--- src/rtl/iob_ethmac_pkg.sv ---
// Shared types and width helpers for the ethmac IOb arbiter slice.
package iob_ethmac_pkg;

    // Arbiter FSM encoding
    typedef enum logic {
        ST_IDLE = 1'b0,
        ST_BUSY = 1'b1
    } arb_state_t;

    // Width of an index/counter able to hold values 0..v-1, never below one bit
    function automatic int unsigned clog2_min1(input int unsigned v);
        return (v > 1) ? $clog2(v) : 1;
    endfunction

endpackage

--- src/rtl/iob_rr_arbiter.sv ---
// Combinational round-robin priority encoder: first set request at or after ptr, with wrap.
module iob_rr_arbiter
    import iob_ethmac_pkg::*;
#(
    parameter int unsigned N = 2,
    localparam int unsigned IDX_W = clog2_min1(N)
) (
    input  logic [N-1:0]     req,
    input  logic [IDX_W-1:0] ptr,
    output logic [IDX_W-1:0] gnt_idx,
    output logic             gnt_vld
);

    int unsigned cand;

    // Walk the requests starting at ptr; the first hit wins
    always_comb begin
        gnt_idx = '0;
        gnt_vld = 1'b0;
        cand    = 0;
        for (int unsigned k = 0; k < N; k++) begin
            cand = int'(ptr) + k;
            if (cand >= N) begin
                cand = cand - N;
            end
            if (!gnt_vld && req[IDX_W'(cand)]) begin
                gnt_vld = 1'b1;
                gnt_idx = IDX_W'(cand);
            end
        end
    end

endmodule

--- src/rtl/iob_ethmac_d_arbiter.sv ---
// Round-robin arbiter sharing one IOb memory port between N_MASTERS IOb masters.
// One whole transaction is granted at a time; a watchdog ends stalled transactions with an error.
module iob_ethmac_d_arbiter
    import iob_ethmac_pkg::*;
#(
    parameter int unsigned N_MASTERS = 2,
    parameter int unsigned ADDR_W    = 32,
    parameter int unsigned DATA_W    = 32,
    parameter int unsigned TIMEOUT   = 255
) (
    input  logic                              clk_i,
    input  logic                              arst_i,
    input  logic [N_MASTERS-1:0]              s_valid_i,
    input  logic [N_MASTERS*ADDR_W-1:0]       s_addr_i,
    input  logic [N_MASTERS*DATA_W-1:0]       s_wdata_i,
    input  logic [N_MASTERS*(DATA_W/8)-1:0]   s_wstrb_i,
    output logic [DATA_W-1:0]                 s_rdata_o,
    output logic [N_MASTERS-1:0]              s_ready_o,
    output logic [N_MASTERS-1:0]              s_err_o,
    output logic                              m_valid_o,
    output logic [ADDR_W-1:0]                 m_addr_o,
    output logic [DATA_W-1:0]                 m_wdata_o,
    output logic [DATA_W/8-1:0]               m_wstrb_o,
    input  logic [DATA_W-1:0]                 m_rdata_i,
    input  logic                              m_ready_i,
    input  logic                              m_err_i
);

    localparam int unsigned STRB_W = DATA_W / 8;
    localparam int unsigned IDX_W  = clog2_min1(N_MASTERS);
    localparam int unsigned WD_W   = clog2_min1(TIMEOUT + 1);
    localparam logic [WD_W-1:0] WD_MAX  = '1;
    localparam logic [WD_W-1:0] WD_LAST = WD_W'(TIMEOUT - 1);

    arb_state_t       state_q, state_d;
    logic [IDX_W-1:0] owner_q, owner_d;
    logic [IDX_W-1:0] rr_ptr_q, rr_ptr_d;
    logic [WD_W-1:0]  wd_cnt_q, wd_cnt_d;
    logic             m_valid_q, m_valid_d;

    logic [IDX_W-1:0] gnt_idx;
    logic             gnt_vld;
    logic             wd_expire;
    logic             txn_done;
    logic [IDX_W-1:0] owner_next;

    iob_rr_arbiter #(
        .N (N_MASTERS)
    ) u_rr_arbiter (
        .req     (s_valid_i),
        .ptr     (rr_ptr_q),
        .gnt_idx (gnt_idx),
        .gnt_vld (gnt_vld)
    );

    // Watchdog fires only when memory has not answered by the last allowed cycle
    assign wd_expire  = (TIMEOUT != 0) && (wd_cnt_q == WD_LAST) && !m_ready_i;
    assign txn_done   = (state_q == ST_BUSY) && (m_ready_i || wd_expire);
    assign owner_next = (owner_q == IDX_W'(N_MASTERS - 1)) ? '0 : owner_q + IDX_W'(1);

    // State register; reset aborts any transaction without a response
    always_ff @(posedge clk_i or posedge arst_i) begin
        if (arst_i) begin
            state_q   <= ST_IDLE;
            owner_q   <= '0;
            rr_ptr_q  <= '0;
            wd_cnt_q  <= '0;
            m_valid_q <= 1'b0;
        end else begin
            state_q   <= state_d;
            owner_q   <= owner_d;
            rr_ptr_q  <= rr_ptr_d;
            wd_cnt_q  <= wd_cnt_d;
            m_valid_q <= m_valid_d;
        end
    end

    // Next-state: grant in IDLE, count and complete in BUSY
    always_comb begin
        state_d   = state_q;
        owner_d   = owner_q;
        rr_ptr_d  = rr_ptr_q;
        wd_cnt_d  = wd_cnt_q;
        m_valid_d = m_valid_q;
        case (state_q)
            ST_IDLE: begin
                if (gnt_vld) begin
                    state_d   = ST_BUSY;
                    owner_d   = gnt_idx;
                    wd_cnt_d  = '0;
                    m_valid_d = 1'b1;
                end
            end
            ST_BUSY: begin
                if (txn_done) begin
                    state_d   = ST_IDLE;
                    rr_ptr_d  = owner_next;
                    wd_cnt_d  = '0;
                    m_valid_d = 1'b0;
                end else if (wd_cnt_q != WD_MAX) begin
                    wd_cnt_d = wd_cnt_q + WD_W'(1);
                end
            end
            default: begin
                state_d   = ST_IDLE;
                m_valid_d = 1'b0;
            end
        endcase
    end

    // Outputs: owner's request muxed to memory, response routed back to owner
    always_comb begin
        s_ready_o = '0;
        s_err_o   = '0;
        s_rdata_o = '0;
        m_addr_o  = '0;
        m_wdata_o = '0;
        m_wstrb_o = '0;
        if (state_q == ST_BUSY) begin
            for (int unsigned i = 0; i < N_MASTERS; i++) begin
                if (owner_q == IDX_W'(i)) begin
                    m_addr_o  = s_addr_i[i*ADDR_W +: ADDR_W];
                    m_wdata_o = s_wdata_i[i*DATA_W +: DATA_W];
                    m_wstrb_o = s_wstrb_i[i*STRB_W +: STRB_W];
                    if (m_ready_i) begin
                        s_ready_o[i] = 1'b1;
                        s_err_o[i]   = m_err_i;
                    end else if (wd_expire) begin
                        s_ready_o[i] = 1'b1;
                        s_err_o[i]   = 1'b1;
                    end
                end
            end
            if (m_ready_i) begin
                s_rdata_o = m_rdata_i;
            end
        end
    end

    assign m_valid_o = m_valid_q;

endmodule

--- config.mk ---
export PLATFORM = sky130hd
export DESIGN_NAME = iob_ethmac_d_arbiter
export DESIGN_NICKNAME = d
export VERILOG_FILES = /design/src/rtl/iob_ethmac_pkg.sv /design/src/rtl/iob_rr_arbiter.sv /design/src/rtl/iob_ethmac_d_arbiter.sv
export SDC_FILE = /design/constraint.sdc
export NUM_CORES = 1
export LEC_CHECK = 0
export CAP_MARGIN = 15
export CORE_AREA = 2 2 110 112
export DETAILED_ROUTE_END_ITERATION = 10
export DIE_AREA = 0 0 112 114
export GPL_ROUTABILITY_DRIVEN = 0
export SYNTH_ARGS = -nofsm -noshare
export SYNTH_HDL_FRONTEND = slang
export SYNTH_SLANG_ARGS = --single-unit
--- constraint.sdc ---
create_clock -name clk_i -period 4.3 [get_ports clk_i]
set_input_delay 1.075 -clock clk_i [delete_from_list [all_inputs] [get_ports clk_i]]
set_output_delay 1.075 -clock clk_i [all_outputs]
set_load 0.02 [all_outputs]
## After elaboration in Yosys (flattened, before gate mapping)

Index checks and enable logic that the tools add are counted.

- Bits in registers: 12
- Input port bits: 174
- Output and inout bits: 105
- Logic and storage cells: 68

- Add/subtract/negate cells: 5
- Magnitude comparators: 4
- Equality and inequality tests: 5
- Muxes and demuxes: 38
- Bitwise operators: 1
- Reductions and logical operators: 10

Operators with widths:

| kind | count |
|---|---|
| 32-bit 2-to-1 mux | 6 |
| 8-bit 2-to-1 mux | 3 |
| 1-bit 2-to-1 mux | 22 |
| 8-bit one-hot mux with 2 select lines | 1 |
| 8-bit by 1-bit adder with 8-bit output, second input constant | 1 |
| 8-bit == test, second input constant | 1 |
| 4-bit 2-to-1 mux | 2 |
| 8-bit != test, second input constant | 1 |
| 2-bit AND reduction | 4 |
| 1-bit by 2-bit < comparator with 1-bit output, second input constant | 2 |
| 2-bit 2-to-1 mux | 2 |
| 1-bit one-hot mux with 2 select lines | 2 |
| 1-bit logical AND | 3 |
| 3-bit by 1-bit != test with 1-bit output, second input constant | 1 |
| 1-bit by 1-bit adder with 2-bit output, second input constant | 1 |
| 1-bit by 2-bit greater-or-equal comparator with 1-bit output, second input constant | 1 |
| 2-bit greater-or-equal comparator, second input constant | 1 |
| 1-bit zero test | 2 |
| 2-bit by 1-bit != test with 1-bit output, second input constant | 1 |
| 2-bit != test, second input constant | 1 |
| 1-bit subtractor, second input constant | 2 |
| 1-bit adder, second input constant | 1 |
| 1-bit logical OR | 1 |
| 1-bit inverter | 1 |

## Longest topological paths before layout

Gate-level depths: netlist (run 1).

- Depth in word-level cells: 10
- Depth in mapped cells: 6
- Depth with buffers taken out: 6

## By module

From an unflattened synthesis (run 1), not the netlist that was laid out.

- Cells, all modules: 267
- Area total of the unflattened synthesis: 2097.0 um^2

Modules (own cells, without submodules):

| module | times used | cells an instance | area an instance (um^2) |
|---|---|---|---|
| iob_ethmac_d_arbiter | 1 | 264 | 2079.5 |
| iob_rr_arbiter | 1 | 3 | 17.5 |

## Worst setup path after synthesis (run 1)

OpenSTA, ideal clock, no wires.

- Path type: input-to-output
- Start point: input m_ready_i
- End point: output s_err_o[0]
- Arrival: 1.723 ns
- Data required time: 3.225 ns
- Slack: 1.502 ns
- Stages on the path: 2
- Path buffers: 0
- Cells stage by stage: o21ai_1 -> nor3_1

- Longest elaborated chain between the ends: 6

Ends and longest elaborated chain:

| what | RTL line | text |
|---|---|---|
| start, declared | iob_ethmac_d_arbiter.sv:25 | `input logic m_ready_i,` |
| 1-bit zero test | iob_ethmac_d_arbiter.sv:57 | `assign wd_expire = (TIMEOUT != 0) && (wd_cnt_q == WD_LAST) && !m_ready_i;` |
| 1-bit logical AND | iob_ethmac_d_arbiter.sv:57 |  |
| 1-bit 2-to-1 mux | iob_ethmac_d_arbiter.sv:128 | `end else if (wd_expire) begin` |
| 1-bit 2-to-1 mux (*) | iob_ethmac_d_arbiter.sv:125 | `if (m_ready_i) begin` |
| 1-bit 2-to-1 mux (*) | iob_ethmac_d_arbiter.sv:121 | `if (owner_q == IDX_W'(i)) begin` |
| 2-bit 2-to-1 mux (*) | iob_ethmac_d_arbiter.sv:119 | `if (state_q == ST_BUSY) begin` |
| end, declared | iob_ethmac_d_arbiter.sv:19 | `output logic [N_MASTERS-1:0] s_err_o,` |

Mark *: on every way between the ends. The rest lies on a longest branch, timed or not.

## Final worst setup path (run 1)

Same ends and word-level chain as after synthesis.

==> metrics.txt, run 1 <==
CP cell instances=clkdlybuf4s50_1 -> buf_4 -> nor2b_1 -> nor3_1 -> clkdlybuf4s50_1; number of setup buffers added after CTS=0; placed wire-length estimate=8550 um; multi-input logic area=1520 um^2; Die Wd=between 100 and 150 um; critical path peak fanout=35; CTS tree=built; status=completed; DIE HEIGHT=114 um; Final Skew=0.00178 ns; relative max-transition margin=between 50 and 60%; CTS-repair resized insts=0; Hold Slack=approximately 0.49 ns; Fin Setup TNS=0 ns; met2 Track Usage GR=27.4%; fin crit share=between 80% and 90%; asr flop ratio synth=100%; global route hottest layer=met2; Initial Util=approximately 17%; f_max=263 MHz; Least-Margin Pin Slew=~0.74 ns; Area after DPL=roughly 5000 um^2; hold violation total from the final report=0; Wirelength per Cell=15.1 um; FF-to-FF setup slack=2.43 ns; Setup WS pre-CTS=0.527 ns; met1 GRT Util=17.3%; Period minus WS final=between 3 and 4 ns; syn nets=441; HP Start=m_valid_o; max incr delay on CP=0.65 ns; register area=304 um^2; Hold Crit Class=flip-flop to flip-flop; Final nets=between 700 and 800; Seq/Total Area, Yosys=roughly 16%; reg2reg start=wd_cnt_q[0]; clock sink total=12; post-synthesis cell type count=35; R2R depth=6; initial antenna violation count=1; setup ws final=0.504 ns; largest net degree at the start of global routing=47; Synth warnings=0; max_cap viols=0; vias per inst=4.26; Buffers on Ports=about 280; via count of the first global-routing pass=approximately 2800; Remaining DRCs=0; post-synthesis instance total=~270; Iteration-0 DRC Markers=107; Post-synth EDFFs=0; die footprint=roughly 13000 um^2; Area growth syn-to-layout=155%; gr usage total=14.6%; Max Slew Vio Count=0; total congestion overflow=0; Max clock buf depth=2; Critical Path Start Type=input port; First-pass DRT Iterations=4; clk root buf=clkbuf_16; final antenna-violating net count=0; Worst setup EP type=primary output; Synth area leaders=mux2i_1 35%, dfrtp_1 16%, nor2_1 15%; final setup fails=0; Hold Buf Count CTS=0; row cnt=40; RR Endpoint=rr_ptr_q; DR vias=2890; Routed Wire Length=10200 um; Synth top area share=35.1%; Hold Crit Endpoint=m_valid_o; design area=4940 um^2; Seq cells post-synth=12; crit path DAT=2.72 ns; Max IR drop VDD=0.000242 V; Avg Inst Size Synth=7.31 um^2; top_reg_cell synth=dfrtp_1; first-pass GRT wire length=15100 um; Worst-path clk slew=0.04 ns; IO Count=279; hold path depth=1; number of fillers in the final layout=1200; layout cell share with drive strength beyond 1=3.58%; worst skew pair latency=0.24 ns; Pleak=2.19 nW; Inserted Clock Buffers=3; Netlist Area Pre-Place=1940 um^2; RSZ-0062 raised after global routing=no; GR Util met3=2.44%; Cell Pwr Density=377 nW/um^2; Crit Path Class=input port to primary output; core box area=11700 um^2; most frequent CP cell=clkdlybuf4s50_1; CP max stage cell=clkdlybuf4s50_1; final core occ=42.2%; H-tree depth=1; biggest area consumer among synthesized cells=mux2i_1; Post-synth top cells=76 x nor2_1, 68 x mux2i_1, 34 x and3_1, 14 x clkbuf_1, 12 x dfrtp_1; Worst EP required=3.22 ns; most common cell in the synthesized netlist=nor2_1
worst max-delay path by stage:
stage / start / end / slack (ns) / cells after the start
6_report: m_ready_i / s_err_o[0] / 0.50 / 5
5_1_grt: m_ready_i / s_err_o[0] / 0.48 / 5
4_1_cts: m_ready_i / s_err_o[0] / 0.50 / 5
3_5_place_dp: m_ready_i / s_err_o[0] / 0.53 / 5
3_3_place_gp: m_ready_i / s_err_o[1] / 0.53 / 5
2_1_floorplan: m_ready_i / s_err_o[0] / 1.50 / 2
sequential cells by signal (all words and copies together), names as in the netlist:
signal     flops
wd_cnt_q       8
m_valid_o      1
owner_q        1
rr_ptr_q       1
state_q        1
final cells by class:
class,instances,area share (%)
clock buffer,4,1.59
antenna,1,0.0506
timing repair buffer,283,57.3
tap,147,3.72
sequential,12,6.15
multi-input combinational,226,30.8
inverter,5,0.380
power breakdown:
part,leakage [nW],total [mW],internal (mW),switching [mW]
Clock,0.0382,0.177,0.125,0.0520
Combinational,2.00,1.45,0.769,0.681
Sequential,0.156,0.236,0.133,0.103
Total,2.19,1.86,1.03,0.835
logic make-up (layout without fill, tap and decap cells):
kind of cell,after synthesis,after routing,share of synthesized area [%]
DFF,12,12,15.5
buffers and inverters,27,292,5.88
AOI/OAI and AO/OA,23,23,9.50
muxes,69,69,35.7
other,0,1,0
adders and majority gates,2,2,1.29
and+or+nand+nor,132,132,32.1
routing by layer:
metal	share of wire [%]	vias up
li1	-	1461
met5	0	-
met4	0.94	0
met2	54	126
met3	6.4	7
met1	39	1296
through the flow:
| step | cells | total power [mW] |
|---|---|---|
| 2_1_floorplan | 265 | 0.995 |
| 3_3_place_gp | 673 | 1.69 |
| 3_5_place_dp | 673 | 1.70 |
| 4_1_cts | 677 | 1.88 |
| 5_1_grt | 678 | 1.97 |
| 6_report | 678 | 1.86 |
cells in the final DEF, fill, tap and decap left out, types with 3 or more instances in the layout:
master / Yosys / layout
inv_1: 4 / 4
nand2_1: 7 / 7
clkbuf_16: 0 / 3
nor2_1: 76 / 76
and3_1: 34 / 34
nand3_1: 4 / 4
dfrtp_1: 12 / 11
clkdlybuf4s50_1: 0 / 278
mux2i_1: 68 / 68
o21bai_1: 3 / 3
buf_4: 1 / 4
o21ai_0: 4 / 4
critical path, delay by kind of cell:
| kind | cells | cell delay, ns |
|---|---|---|
| buf+inv | 3 | 1.30 |
| simple gates | 2 | 0.35 |
Note: power is estimated with default switching activity, not from simulation.
==> run 2: changes to the inputs <==
- SKIP_LAST_GASP: unset -> 1
==> results of run 2 <==
The final DEF is identical to that of run 1; final timing and power are the same.
==> run 3: changes to the inputs <==
- CORE_AREA: 2 2 110 112 -> 2 2 109 111
- DIE_AREA: 0 0 112 114 -> 0 0 111 113
- DONT_BUFFER_PORTS: unset -> 1
==> metrics.txt, run 3 (synthesis results as in run 1) <==
status=completed; FF-to-FF setup slack=2.49 ns (+0.06 ns); Worst-path clk slew=0.04 ns (about the same); layout cell share with drive strength beyond 1=6.83% (+3.2 points); crit path DAT=2.20 ns (-0.52 ns); Iteration-0 DRC Markers=124 (+16%); IO Count=279 (unchanged); Period minus WS final=3.28 ns (-0.518 ns); Hold Crit Class=flip-flop to flip-flop; Die Wd=111 um (-0.89%); Pleak=1.12 nW (-49%); Hold Crit Endpoint=rr_ptr_q; Remaining DRCs=0 (unchanged); Initial Util=17.2% (+0.64 points); largest net degree at the start of global routing=73 (+55%); DIE HEIGHT=113 um (-0.88%); Buffers on Ports=0 (-100%); critical path peak fanout=72 (+110%); Inserted Clock Buffers=3 (unchanged); die footprint=12500 um^2 (-1.8%); Least-Margin Pin Slew=1.15 ns (+0.413 ns); f_max=305 MHz (+16%); total congestion overflow=0 (unchanged); CP cell instances=inv_1 -> nor3_1; gr usage total=10.4% (-4.3 points); CTS-repair resized insts=0 (unchanged); Routed Wire Length=7520 um (-27%); via count of the first global-routing pass=1683 (-41%); relative max-transition margin=23.2% (-28 points); Max clock buf depth=2 (unchanged); CP max stage cell=dfrtp_4; fin crit share=76.2% (-12 points); worst skew pair latency=0.24 ns (about the same); final antenna-violating net count=0 (unchanged); Worst EP required=3.22 ns (about the same); commonest non-fill, non-tap cell in the layout=nor2_1; Cell Pwr Density=595 nW/um^2 (+58%); RR Endpoint=rr_ptr_q; first-pass GRT wire length=9920 um (-34%); Final nets=426 (-40%); Max Slew Vio Count=0 (unchanged); Largest Register=wd_cnt_q; Final Skew=0.000983 ns (-0.000794 ns); most frequent cells in the layout=76 x nor2_1, 68 x mux2i_1, 34 x and3_1; Area growth syn-to-layout=10.1%; setup ws final=1.02 ns (+0.518 ns); R2R depth=2 (-4); number of setup buffers added after CTS=0 (unchanged); Worst setup EP type=primary output; hold path depth=1 (unchanged); hold violation total from the final report=0 (unchanged); max incr delay on CP=1.12 ns (+0.47 ns); Buf/Inv on CP=1 (-2); Wirelength per Cell=19.1 um (+26%); Hold Buf Count CTS=0 (unchanged); clk root buf=clkbuf_16; Crit Path Class=flip-flop to primary output; Fin Setup TNS=0 ns (unchanged); number of fillers in the final layout=1231 (+2.6%); H-tree depth=1 (unchanged); final setup fails=0 (unchanged); Largest register FFs=8 (unchanged); max_cap viols=0 (unchanged); row cnt=39 (-2.5%); CTS tree=built; delay-heaviest family, CP=flip-flops; Max IR drop VDD=0.000210 V (-13%); Critical Path Start Type=flip-flop; vias per inst=5.00 (+17%); clock sink total=12 (unchanged); HP Start=rr_ptr_q; RSZ-0062 raised after global routing=no; reg2reg start=owner_q; First-pass DRT Iterations=5 (+1); initial antenna violation count=5 (+4); DR vias=1971 (-32%); placed wire-length estimate=6270 um (-27%); core box area=11300 um^2 (-3.7%); Setup WS pre-CTS=1.23 ns (+0.706 ns)
==> run 3: changes by cell type in the layout (fill, tap and decap cells not counted) <==
cell	delta
buf_4	-2
diode_2	+1
buf_12	-1
clkdlybuf4s50_1	-278
clkbuf_8	+1
clkbuf_1	-1
==> run 3: cell type report <==
cell class / count / area, um^2 / area share, %
Sequential cell: 12 / 304 / 14.3
Timing Repair Buffer: 2 / 15.0 / 0.704
Antenna cell: 2 / 5.00 / 0.235
Inverter: 5 / 18.8 / 0.880
Multi-Input combinational cell: 226 / 1520 / 71.4
Clock buffer: 4 / 88.8 / 4.16
Tap cell: 143 / 179 / 8.39
==> run 3: worst max path at each step <==
stage	start	end	slack, ns	depth (start not counted)
after floorplan	m_ready_i	s_err_o[0]	1.50	2
after global placement	owner_q	s_err_o[1]	1.31	2
after detailed placement	owner_q	s_err_o[1]	1.23	2
after CTS	owner_q	s_err_o[1]	1.00	2
after global routing	owner_q	s_err_o[1]	0.86	2
final	owner_q	s_err_o[1]	1.02	2
==> run 3: report_power, final <==
part	internal, mW	total (mW)	switching, mW
clock network	0.141	0.192	0.0518
registers	0.132	0.291	0.159
logic	0.273	0.787	0.513
==> run 3: routing by layer <==
layer	vias up	global-route usage, %	wire [um]
met2	139	14.4	3270
met4	6	4.75	275
li1	898	-	-
met5	-	0	36
met1	906	13.6	3080
met3	22	4.77	861
==> run 3: per-stage QoR <==
stage	cell area (um^2)	hold slack [ns]	std cells	total power, mW	utilization (%)
finish	2130	0.554	394	1.27	18.9
floorplan	1940	0.480	265	0.995	-
detailed placement	2040	0.551	388	1.08	18.1
CTS	2130	0.566	392	1.28	18.9
global route	2130	0.584	393	1.34	18.9
global placement	2040	0.538	388	1.07	18.1
